File: config.mk
export PLATFORM = sky130hd
export DESIGN_NAME = vigna_bus_arbiter
export DESIGN_NICKNAME = d
export VERILOG_FILES = /design/src/rtl/vigna_bus_pkg.sv /design/src/rtl/vigna_lane_align.sv /design/src/rtl/vigna_bus_arbiter.sv
export SDC_FILE = /design/constraint.sdc
export NUM_CORES = 1
export LEC_CHECK = 0
export CAP_MARGIN = 20
export CORE_MARGIN = 2
export CORE_UTILIZATION = 45
export DETAILED_ROUTE_END_ITERATION = 8
export MAX_ROUTING_LAYER = met4
export PLACE_DENSITY = 0.81
export SYNTH_ARGS = -nofsm -noshare
export SYNTH_HDL_FRONTEND = slang
export SYNTH_SLANG_ARGS = --single-unit
File: constraint.sdc
create_clock -name clk -period 5.2 [get_ports clk]
set_input_delay 1.04 -clock clk [delete_from_list [all_inputs] [get_ports clk]]
set_output_delay 1.04 -clock clk [all_outputs]
set_load 0.1 [all_outputs]
File: src/rtl/vigna_bus_pkg.sv
// ============================================================================
// Module      : vigna_bus_pkg
// Description : Shared definitions for the Vigna core bus arbiter.
//               Arbiter state encoding, requesting-port identifiers and the
//               default memory-response timeout.
// Revision    : 1.0 - initial release
// ============================================================================
`default_nettype none

package vigna_bus_pkg;

  // Arbiter state machine encoding
  typedef enum logic [2:0] {
    S_IDLE   = 3'd0,
    S_I_REQ  = 3'd1,
    S_D_REQ  = 3'd2,
    S_I_RESP = 3'd3,
    S_D_RESP = 3'd4
  } state_t;

  // Requesting-port identifiers, used for round-robin bookkeeping
  localparam logic c_port_instr = 1'b0;
  localparam logic c_port_data  = 1'b1;

  // Default number of cycles to wait for m_ready before forcing completion
  localparam int c_timeout_default = 255;

endpackage

`default_nettype wire

File: src/rtl/vigna_lane_align.sv
// ============================================================================
// Module      : vigna_lane_align
// Description : Combinational byte-lane alignment for sub-word accesses.
//               Write strobes/data are moved up to the byte lane selected by
//               the address offset; read data is moved down to lane 0 with
//               zero fill.
// Ports       : i_wr_offset/i_wstrb/i_wdata -> o_wstrb/o_wdata (left shift)
//               i_rd_offset/i_rdata         -> o_rdata         (right shift)
// Revision    : 1.0 - initial release
// ============================================================================
`default_nettype none

module vigna_lane_align
  import vigna_bus_pkg::*;
(
  input  logic [1:0]  i_wr_offset,
  input  logic [3:0]  i_wstrb,
  input  logic [31:0] i_wdata,
  input  logic [1:0]  i_rd_offset,
  input  logic [31:0] i_rdata,
  output logic [3:0]  o_wstrb,
  output logic [31:0] o_wdata,
  output logic [31:0] o_rdata
);

  // Strobe bits shifted past lane 3 are discarded: misaligned accesses are
  // never split, so the bytes that would cross the word boundary are lost.
  assign o_wstrb = i_wstrb << i_wr_offset;
  assign o_wdata = i_wdata << {i_wr_offset, 3'b000};
  assign o_rdata = i_rdata >> {i_rd_offset, 3'b000};

endmodule

`default_nettype wire

File: src/rtl/vigna_bus_arbiter.sv
// ============================================================================
// Module      : vigna_bus_arbiter
// Description : Arbitrates the core instruction and data ports onto a single
//               valid/ready memory port. Alternates grants on conflict, aligns
//               sub-word data accesses, and forces completion with a sticky
//               error flag if memory does not answer within TIMEOUT_CYCLES.
// Ports       : clk, resetn (sync, active-low)
//               i_valid/i_ready/i_addr/i_rdata             instruction port
//               d_valid/d_ready/d_addr/d_wdata/d_wstrb/d_rdata  data port
//               m_valid/m_ready/m_addr/m_wdata/m_wstrb/m_rdata  memory port
//               bus_err                                    sticky timeout flag
// Revision    : 1.0 - initial release
// ============================================================================
`default_nettype none

module vigna_bus_arbiter
  import vigna_bus_pkg::*;
#(
  parameter int TIMEOUT_CYCLES = c_timeout_default
) (
  input  logic        clk,
  input  logic        resetn,
  // instruction port
  input  logic        i_valid,
  output logic        i_ready,
  input  logic [31:0] i_addr,
  output logic [31:0] i_rdata,
  // data port
  input  logic        d_valid,
  output logic        d_ready,
  input  logic [31:0] d_addr,
  input  logic [31:0] d_wdata,
  input  logic [3:0]  d_wstrb,
  output logic [31:0] d_rdata,
  // memory port
  output logic        m_valid,
  input  logic        m_ready,
  output logic [31:0] m_addr,
  output logic [31:0] m_wdata,
  output logic [3:0]  m_wstrb,
  input  logic [31:0] m_rdata,
  // status
  output logic        bus_err
);

  localparam logic [31:0] c_timeout = 32'(TIMEOUT_CYCLES);

  state_t      r_state;
  logic        r_last;
  logic [1:0]  r_off;
  logic [31:0] r_cnt;
  logic        r_m_valid;
  logic [31:0] r_m_addr;
  logic [31:0] r_m_wdata;
  logic [3:0]  r_m_wstrb;
  logic        r_i_ready;
  logic        r_d_ready;
  logic [31:0] r_i_rdata;
  logic [31:0] r_d_rdata;
  logic        r_bus_err;

  logic        w_grant_i;
  logic        w_grant_d;
  logic        w_expire;
  logic        w_is_data;
  logic [3:0]  w_wstrb;
  logic [31:0] w_wdata;
  logic [31:0] w_rdata;

  vigna_lane_align u_align (
    .i_wr_offset (d_addr[1:0]),
    .i_wstrb     (d_wstrb),
    .i_wdata     (d_wdata),
    .i_rd_offset (r_off),
    .i_rdata     (m_rdata),
    .o_wstrb     (w_wstrb),
    .o_wdata     (w_wdata),
    .o_rdata     (w_rdata)
  );

  // On conflict the port that did not win last time is served.
  assign w_grant_i = i_valid & (~d_valid | (r_last == c_port_data));
  assign w_grant_d = d_valid & ~w_grant_i;

  // Expiry fires on the cycle whose miss would bring the count to the limit,
  // so m_valid is high for exactly TIMEOUT_CYCLES cycles.
  assign w_expire  = (c_timeout != 32'd0) && ((r_cnt + 32'd1) == c_timeout);
  assign w_is_data = (r_state == S_D_REQ);

  always_ff @(posedge clk) begin
    if (!resetn) begin
      r_state   <= S_IDLE;
      r_last    <= c_port_data;
      r_off     <= 2'b00;
      r_cnt     <= 32'd0;
      r_m_valid <= 1'b0;
      r_m_addr  <= 32'd0;
      r_m_wdata <= 32'd0;
      r_m_wstrb <= 4'd0;
      r_i_ready <= 1'b0;
      r_d_ready <= 1'b0;
      r_i_rdata <= 32'd0;
      r_d_rdata <= 32'd0;
      r_bus_err <= 1'b0;
    end else begin
      case (r_state)
        S_IDLE: begin
          if (w_grant_i) begin
            r_m_addr  <= {i_addr[31:2], 2'b00};
            r_m_wdata <= 32'd0;
            r_m_wstrb <= 4'd0;
            r_off     <= i_addr[1:0];
            r_m_valid <= 1'b1;
            r_cnt     <= 32'd0;
            r_last    <= c_port_instr;
            r_state   <= S_I_REQ;
          end else if (w_grant_d) begin
            r_m_addr  <= {d_addr[31:2], 2'b00};
            r_m_wdata <= w_wdata;
            r_m_wstrb <= w_wstrb;
            r_off     <= d_addr[1:0];
            r_m_valid <= 1'b1;
            r_cnt     <= 32'd0;
            r_last    <= c_port_data;
            r_state   <= S_D_REQ;
          end
        end

        S_I_REQ, S_D_REQ: begin
          // A real response wins over a simultaneous expiry.
          if (m_ready) begin
            r_m_valid <= 1'b0;
            if (w_is_data) begin
              r_d_rdata <= w_rdata;
              r_d_ready <= 1'b1;
              r_state   <= S_D_RESP;
            end else begin
              r_i_rdata <= m_rdata;
              r_i_ready <= 1'b1;
              r_state   <= S_I_RESP;
            end
          end else if (w_expire) begin
            r_m_valid <= 1'b0;
            r_bus_err <= 1'b1;
            if (w_is_data) begin
              r_d_rdata <= 32'd0;
              r_d_ready <= 1'b1;
              r_state   <= S_D_RESP;
            end else begin
              r_i_rdata <= 32'd0;
              r_i_ready <= 1'b1;
              r_state   <= S_I_RESP;
            end
          end else begin
            r_cnt <= r_cnt + 32'd1;
          end
        end

        S_I_RESP: begin
          r_i_ready <= 1'b0;
          r_state   <= S_IDLE;
        end

        S_D_RESP: begin
          r_d_ready <= 1'b0;
          r_state   <= S_IDLE;
        end

        default: begin
          r_state <= S_IDLE;
        end
      endcase
    end
  end

  assign m_valid = r_m_valid;
  assign m_addr  = r_m_addr;
  assign m_wdata = r_m_wdata;
  assign m_wstrb = r_m_wstrb;
  assign i_ready = r_i_ready;
  assign d_ready = r_d_ready;
  assign i_rdata = r_i_rdata;
  assign d_rdata = r_d_rdata;
  assign bus_err = r_bus_err;

endmodule

`default_nettype wire

==> results of run 1 <==
==> sequential cells by signal, indices dropped and copies added (netlist names) <==
name and flops:
m_valid 1, m_wdata 32, i_rdata 32, r_state 3, d_rdata 32, r_cnt 32
bus_err 1, r_last 1, r_off 2, m_wstrb 4, i_ready 1, d_ready 1
m_addr 30
==> cells in the mapped netlist, types with 13 or more instances <==
| master | number |
|---|---|
| nand3_1 | 35 |
| buf_2 | 14 |
| nand2_1 | 52 |
| inv_1 | 13 |
| a211oi_1 | 48 |
| nor2_1 | 114 |
| mux2i_1 | 74 |
| nor3_1 | 14 |
| clkbuf_1 | 79 |
| o211ai_1 | 76 |
| a21oi_1 | 109 |
| dfxtp_1 | 172 |
| a22oi_1 | 76 |
| nand4_1 | 15 |
| o21ai_0 | 26 |
==> worst max-delay path, cell delays in order, from the launching register on <==
cell and delay (ns):
dfxtp_1 0.55, and4_1 0.36, nand3_1 0.33, nor3_1 0.56
o22ai_1 0.23, nor4_4 0.48, nand2_2 0.08, buf_4 0.34
o211ai_1 0.30, a21oi_1 0.11
==> layout by cell type (no fill, tap or decap), types with 3 or more instances in the layout <==
master,count
clkdlybuf4s50_1,270
dfxtp_1,172
nor2_1,113
a21oi_1,109
a22oi_1,76
o211ai_1,76
mux2i_1,74
nand2_1,51
a211oi_1,48
nand3_1,35
o21ai_0,26
buf_4,18
clkbuf_16,17
nand4_1,15
nor3_1,14
nor2b_1,12
inv_1,11
mux2_2,9
xnor2_1,9
and3_1,8
o22ai_1,6
o31ai_1,6
o31ai_2,6
o311ai_0,6
inv_8,6
or3_1,5
o21ai_1,5
or4_1,5
o41ai_1,5
and4_1,4
and2_1,4
a21o_1,4
nor4_1,3
o2111ai_1,3
nand2b_1,3
inv_6,3
clkinv_8,3
==> final timing paths <==
check	startpoint	to	slack, ns	cells past startpoint
hold reg to reg	bus_err	bus_err	0.47	2
setup / recovery	r_cnt[4]	d_rdata[7]	1.72	9
hold / removal	bus_err	bus_err	0.47	2
setup reg to reg	r_cnt[4]	d_rdata[7]	1.72	9
==> power groups by stage <==
stage | logic, mW | clock network, mW | registers, mW
2_1_floorplan | 0.477 | 0 | 2.25
3_3_place_gp | 1.65 | 0 | 1.54
3_5_place_dp | 1.66 | 0 | 1.54
4_1_cts | 1.66 | 1.29 | 1.51
5_1_grt | 1.75 | 1.35 | 1.53
6_report | 1.67 | 1.28 | 1.51
==> kinds of logic after synthesis <==
| group | synth area share (%) |
|---|---|
| other cells | 0.0419 |
| compound gates | 29.3 |
| mux | 9.42 |
| fa+ha+maj | 0.280 |
| flops | 38.5 |
| buf+inv | 5.27 |
| xor+xnor | 0.979 |
| simple gates | 16.2 |
==> layer usage <==
layer,vias to the layer above,global-route usage (%)
met5,-,-
met3,75,7.01
met1,4429,36.5
li1,4423,-
met2,422,45.7
met4,0,11.8
==> final cells by class <==
type | count | area (um^2)
Fill cell | 1678 | 7160
Sequential cell | 172 | 3440
Multi-Input combinational cell | 777 | 5050
Inverter | 13 | 51.3
Tap cell | 265 | 332
Timing Repair Buffer | 288 | 2840
Clock inverter | 15 | 165
Clock buffer | 17 | 425
==> impl_metrics.py, run 1 <==
metrics = {
    "run_status": {
        "status": "completed",
    },
    "floorplan": {
        "die_y_um": 145,
        "initial_core_util_pct": 45.9,
        "ioPinCount": 273,
        "core_area_um2": 19500,
        "die_x_um": 145,
        "rows": 51,
        "dieArea_um2": 21000,
    },
    "grt": {
        "gr-usage-all-layers_pct": 29.3,
        "grt_max_degree": 70,
        "grt_pass1_vias": 8885,
        "overflow": 0,
        "antenna_found_initial": 0,
        "grt_pass1_wl_um": 48300,
    },
    "clock_network": {
        "cts_made_buffers": 17,
        "clk_pin_slew_ns": 0.07,
        "cts_tree": "built",
        "postCtsSetupRepairBufs": 0,
        "clk_path_buf_depth": 2,
        "cts_root_buf": "clkbuf_16",
        "clk_latency_ns": 0.45,
        "htree_levels": 4,
        "cts.sinks": 172,
        "cts_hold_buf": 0,
        "cts.repair.resized": 0,
    },
    "power_and_ir_drop": {
        "internal_power_mw": 2.53,
        "p_comb_share_pct": 37.4,
        "p_leak_nw": 4.21,
        "ir_worst_vdd_mv": 0.236,
        "seqPwrFrac_pct": 33.9,
        "power.density_nw_per_um2": 363,
        "p_total_mw": 4.47,
        "sw_frac_of_total_pct": 43.3,
        "pwr-share-clk_pct": 28.7,
        "power_switching_mw": 1.93,
    },
    "synthesis": {
        "synth_edf_count": 0,
        "synth_area_um2": 8940,
        "ys_seq_area_share_pct": 38.5,
        "yosysWarnings": 0,
        "avgSynthCellArea_um2": 8.40,
        "ys.flop_type": "dfxtp_1",
        "yosys-top-cells-area": "dfxtp_1 39%, mux2i_1 8.3%, a22oi_1 6.4%",
        "synth-seq-cells": 172,
        "syn_inst": 1065,
        "synthArstFlopShare_pct": 0,
        "yosysTopAreaCellShare_pct": 38.5,
        "ys_types": 59,
        "synth_top_area_cell": "dfxtp_1",
    },
    "sta": {
        "setup_slack_ns": 1.72,
        "hold_viol_final": 0,
        "rsz0062_at_grt": "false",
        "skew_ns": 0.0145,
        "worst_pin_slew_ns": 1.12,
        "post-route-period-util_pct": 67.0,
        "maxSlewViolCount": 0,
        "finalSetupTns_ns": 0,
        "fin_crit_ns": 3.48,
        "slew_headroom_pct": 25.5,
        "hold_ws_ns": 0.470,
        "setup_violations": 0,
        "fmax_ghz": 0.287,
    },
    "layout": {
        "stdcell_count": 1547,
        "area_growth_pct": 37.6,
        "stdcell_area_um2": 12300,
        "nNetsFinal": 1408,
        "drive_gt1_share_pct": 6.63,
        "post-route-util_pct": 63.2,
        "diodes": 0,
    },
    "placement": {
        "hpwl_um": 21900,
        "dpl-instance-area_um2": 11700,
        "gp_congestion": 0.924,
        "dp_slack_ns": 1.41,
        "portBuffers": 270,
        "post-place-cells": 1515,
    },
    "drt": {
        "wl_per_cell_um": 19.7,
        "wl_met1_um": 12800,
        "totalWireLength_um": 30500,
        "wl_met2_um": 14400,
        "dr.pass1.iters": 6,
        "vias": 9349,
        "wl_met3_um": 2310,
        "drt_iter0_drc": 935,
        "antenna_left": 0,
        "avgViaCountPerCell": 6.04,
        "drc_errors": 0,
        "top_layer": "met4",
    },
    "critical_path": {
        "criticalPathCategory": "reg -> reg",
        "worstPathRequired_ns": 5.51,
        "arrival_ns": 3.80,
        "startpoint_type": "register",
        "cp_max_fo": 64,
        "crit_path_end_kind": "register",
    },
    "min_path": {
        "min_path_type": "reg -> reg",
    },
    "flow_run": {
        "drv_cap": 0,
    },
}
Note: power is estimated with default switching activity, not from simulation.
==> run 2: changes to the inputs <==
==> constraint.sdc (replaced) <==
create_clock -name clk -period 3.4 [get_ports clk]
set_input_delay 0.68 -clock clk [delete_from_list [all_inputs] [get_ports clk]]
set_output_delay 0.68 -clock clk [all_outputs]
set_load 0.1 [all_outputs]
==> run 2 against run 1 <==
Final cell count grew 1.4%. Largest power group unchanged. Utilization shrank 0.31 points. Largest cell class unchanged. Sequential cell count is the same. Non-clock buffer count grew 21.
==> impl_metrics.py, run 2 (same netlist as run 1, synthesis figures left out) <==
metrics = {
    "layout": {
        "fill_cells": 1651,
        "multi_input_area_um2": 5050,
        "layout_common_cells": "172 x dfxtp_1, 166 x clkdlybuf4s50_1, 141 x buf_4",
        "diodes": 0,
        "area_growth_pct": 37.0,
        "drive_gt1_share_pct": 16.0,
        "nNetsFinal": 1429,
        "final_common_cell": "dfxtp_1",
        "regArea_um2": 3440,
    },
    "floorplan": {
        "core_area_um2": 19500,
        "dieArea_um2": 21000,
        "die_x_um": 145,
        "initial_core_util_pct": 45.9,
        "die_y_um": 145,
        "rows": 51,
        "ioPinCount": 273,
    },
    "sta": {
        "setup_slack_ns": 0.360,
        "fin_crit_ns": 3.04,
        "post-route-period-util_pct": 89.4,
        "slew_headroom_pct": 25.7,
        "maxSlewViolCount": 0,
        "skew_ns": 0.0114,
        "fmax_ghz": 0.329,
        "rsz0062_at_grt": "false",
        "hold_viol_final": 0,
        "setup_violations": 0,
        "finalSetupTns_ns": 0,
        "worst_pin_slew_ns": 1.11,
    },
    "critical_path": {
        "worstPathRequired_ns": 3.77,
        "cp_max_fo": 64,
        "arrival_ns": 3.41,
        "startpoint_type": "register",
        "crit_path_end_kind": "register",
        "criticalPathCategory": "reg -> reg",
    },
    "clock_network": {
        "cts_root_buf": "clkbuf_16",
        "cts.sinks": 172,
        "cts.repair.resized": 0,
        "clk_pin_slew_ns": 0.07,
        "postCtsSetupRepairBufs": 0,
        "clk_path_buf_depth": 2,
        "cts_made_buffers": 17,
        "cts_tree": "built",
        "cts_hold_buf": 0,
        "clk_latency_ns": 0.44,
        "htree_levels": 4,
    },
    "drt": {
        "totalWireLength_um": 30700,
        "vias": 9486,
        "antenna_left": 0,
        "dr.pass1.iters": 5,
        "drc_errors": 0,
        "wl_per_cell_um": 19.6,
        "drt_iter0_drc": 1029,
        "avgViaCountPerCell": 6.05,
    },
    "grt": {
        "overflow": 0,
        "grt_max_degree": 65,
        "gr-usage-all-layers_pct": 29.2,
        "grt_pass1_vias": 8784,
        "antenna_found_initial": 0,
        "grt_pass1_wl_um": 48300,
    },
    "power_and_ir_drop": {
        "power.density_nw_per_um2": 565,
        "p_leak_nw": 4.52,
        "ir_worst_vdd_mv": 0.385,
    },
    "min_path": {
        "min_path_type": "reg -> reg",
    },
    "placement": {
        "hpwl_um": 22300,
        "dp_slack_ns": 0.458,
        "gp_congestion": 0.968,
        "portBuffers": 270,
    },
    "run_status": {
        "status": "completed",
    },
    "flow_run": {
        "drv_cap": 0,
    },
}
-- run 2: cell count changes in the layout (fill, tap and decap cells not counted) --
cell / change
clkinvlp_4: +2
clkinv_8: -3
buf_4: +123
bufinv_16: +3
buf_12: +2
clkinv_4: -2
clkinv_2: +1
clkbuf_1: +1
inv_6: +3
clkdlybuf4s50_1: -104
inv_8: -5
-- run 2: cell type report --
class                           count  area share, %
Clock buffer                       18           3.50
Inverter                           13          0.419
Timing Repair Buffer              309           22.5
Tap cell                          265           2.71
Multi-Input combinational cell    777           41.3
Sequential cell                   172           28.1
Clock inverter                     14           1.46
-- run 2: power breakdown --
part | total (mW) | switching [mW] | internal (mW)
Clock | 2.07 | 0.892 | 1.17
Combinational | 2.52 | 1.85 | 0.676
Sequential | 2.33 | 0.146 | 2.19
-- run 2: layer usage --
| metal | vias up | part of all wire [%] | track usage [%] |
|---|---|---|---|
| li1 | 4455 | - | - |
| met1 | 4447 | 42 | 38.0 |
| met2 | 495 | 46 | 43.8 |
| met3 | 89 | 7.8 | 6.13 |
| met4 | 0 | 4.2 | 12.7 |
| met5 | - | 0 | - |
-- run 2: through the flow --
step / util, % / hold WS, ns / std cells / total power, mW / area [um^2]
2_1_floorplan: - / 0.439 / 1066 / 4.17 / 8950
3_3_place_gp: 59.8 / 0.479 / 1536 / 4.85 / 11600
3_5_place_dp: 59.8 / 0.487 / 1536 / 4.87 / 11600
4_1_cts: 62.9 / 0.500 / 1568 / 6.91 / 12200
5_1_grt: 62.9 / 0.520 / 1568 / 7.15 / 12200
6_report: 62.9 / 0.499 / 1568 / 6.92 / 12200
-- run 2: path summary, 6_finish.rpt --
kind                            startpoint     endpoint  slack (ns)  depth (start not counted)
worst max-delay path              r_cnt[4]  d_rdata[13]        0.36                          9
worst min-delay path            m_addr[19]   m_addr[19]        0.50                          2
worst max register to register    r_cnt[4]  d_rdata[13]        0.36                          9
worst min register to register  m_addr[19]   m_addr[19]        0.50                          2
-- run 2: worst max-delay path, cell delays in order (launching register included) --
cell	delay (ns)
dfxtp_1	0.53
nand4_2	0.24
or4_4	0.63
nor4_4	0.40
mux2i_1	0.30
nor2_1	0.10
nand2_2	0.10
buf_12	0.26
o211ai_1	0.16
a21oi_1	0.18
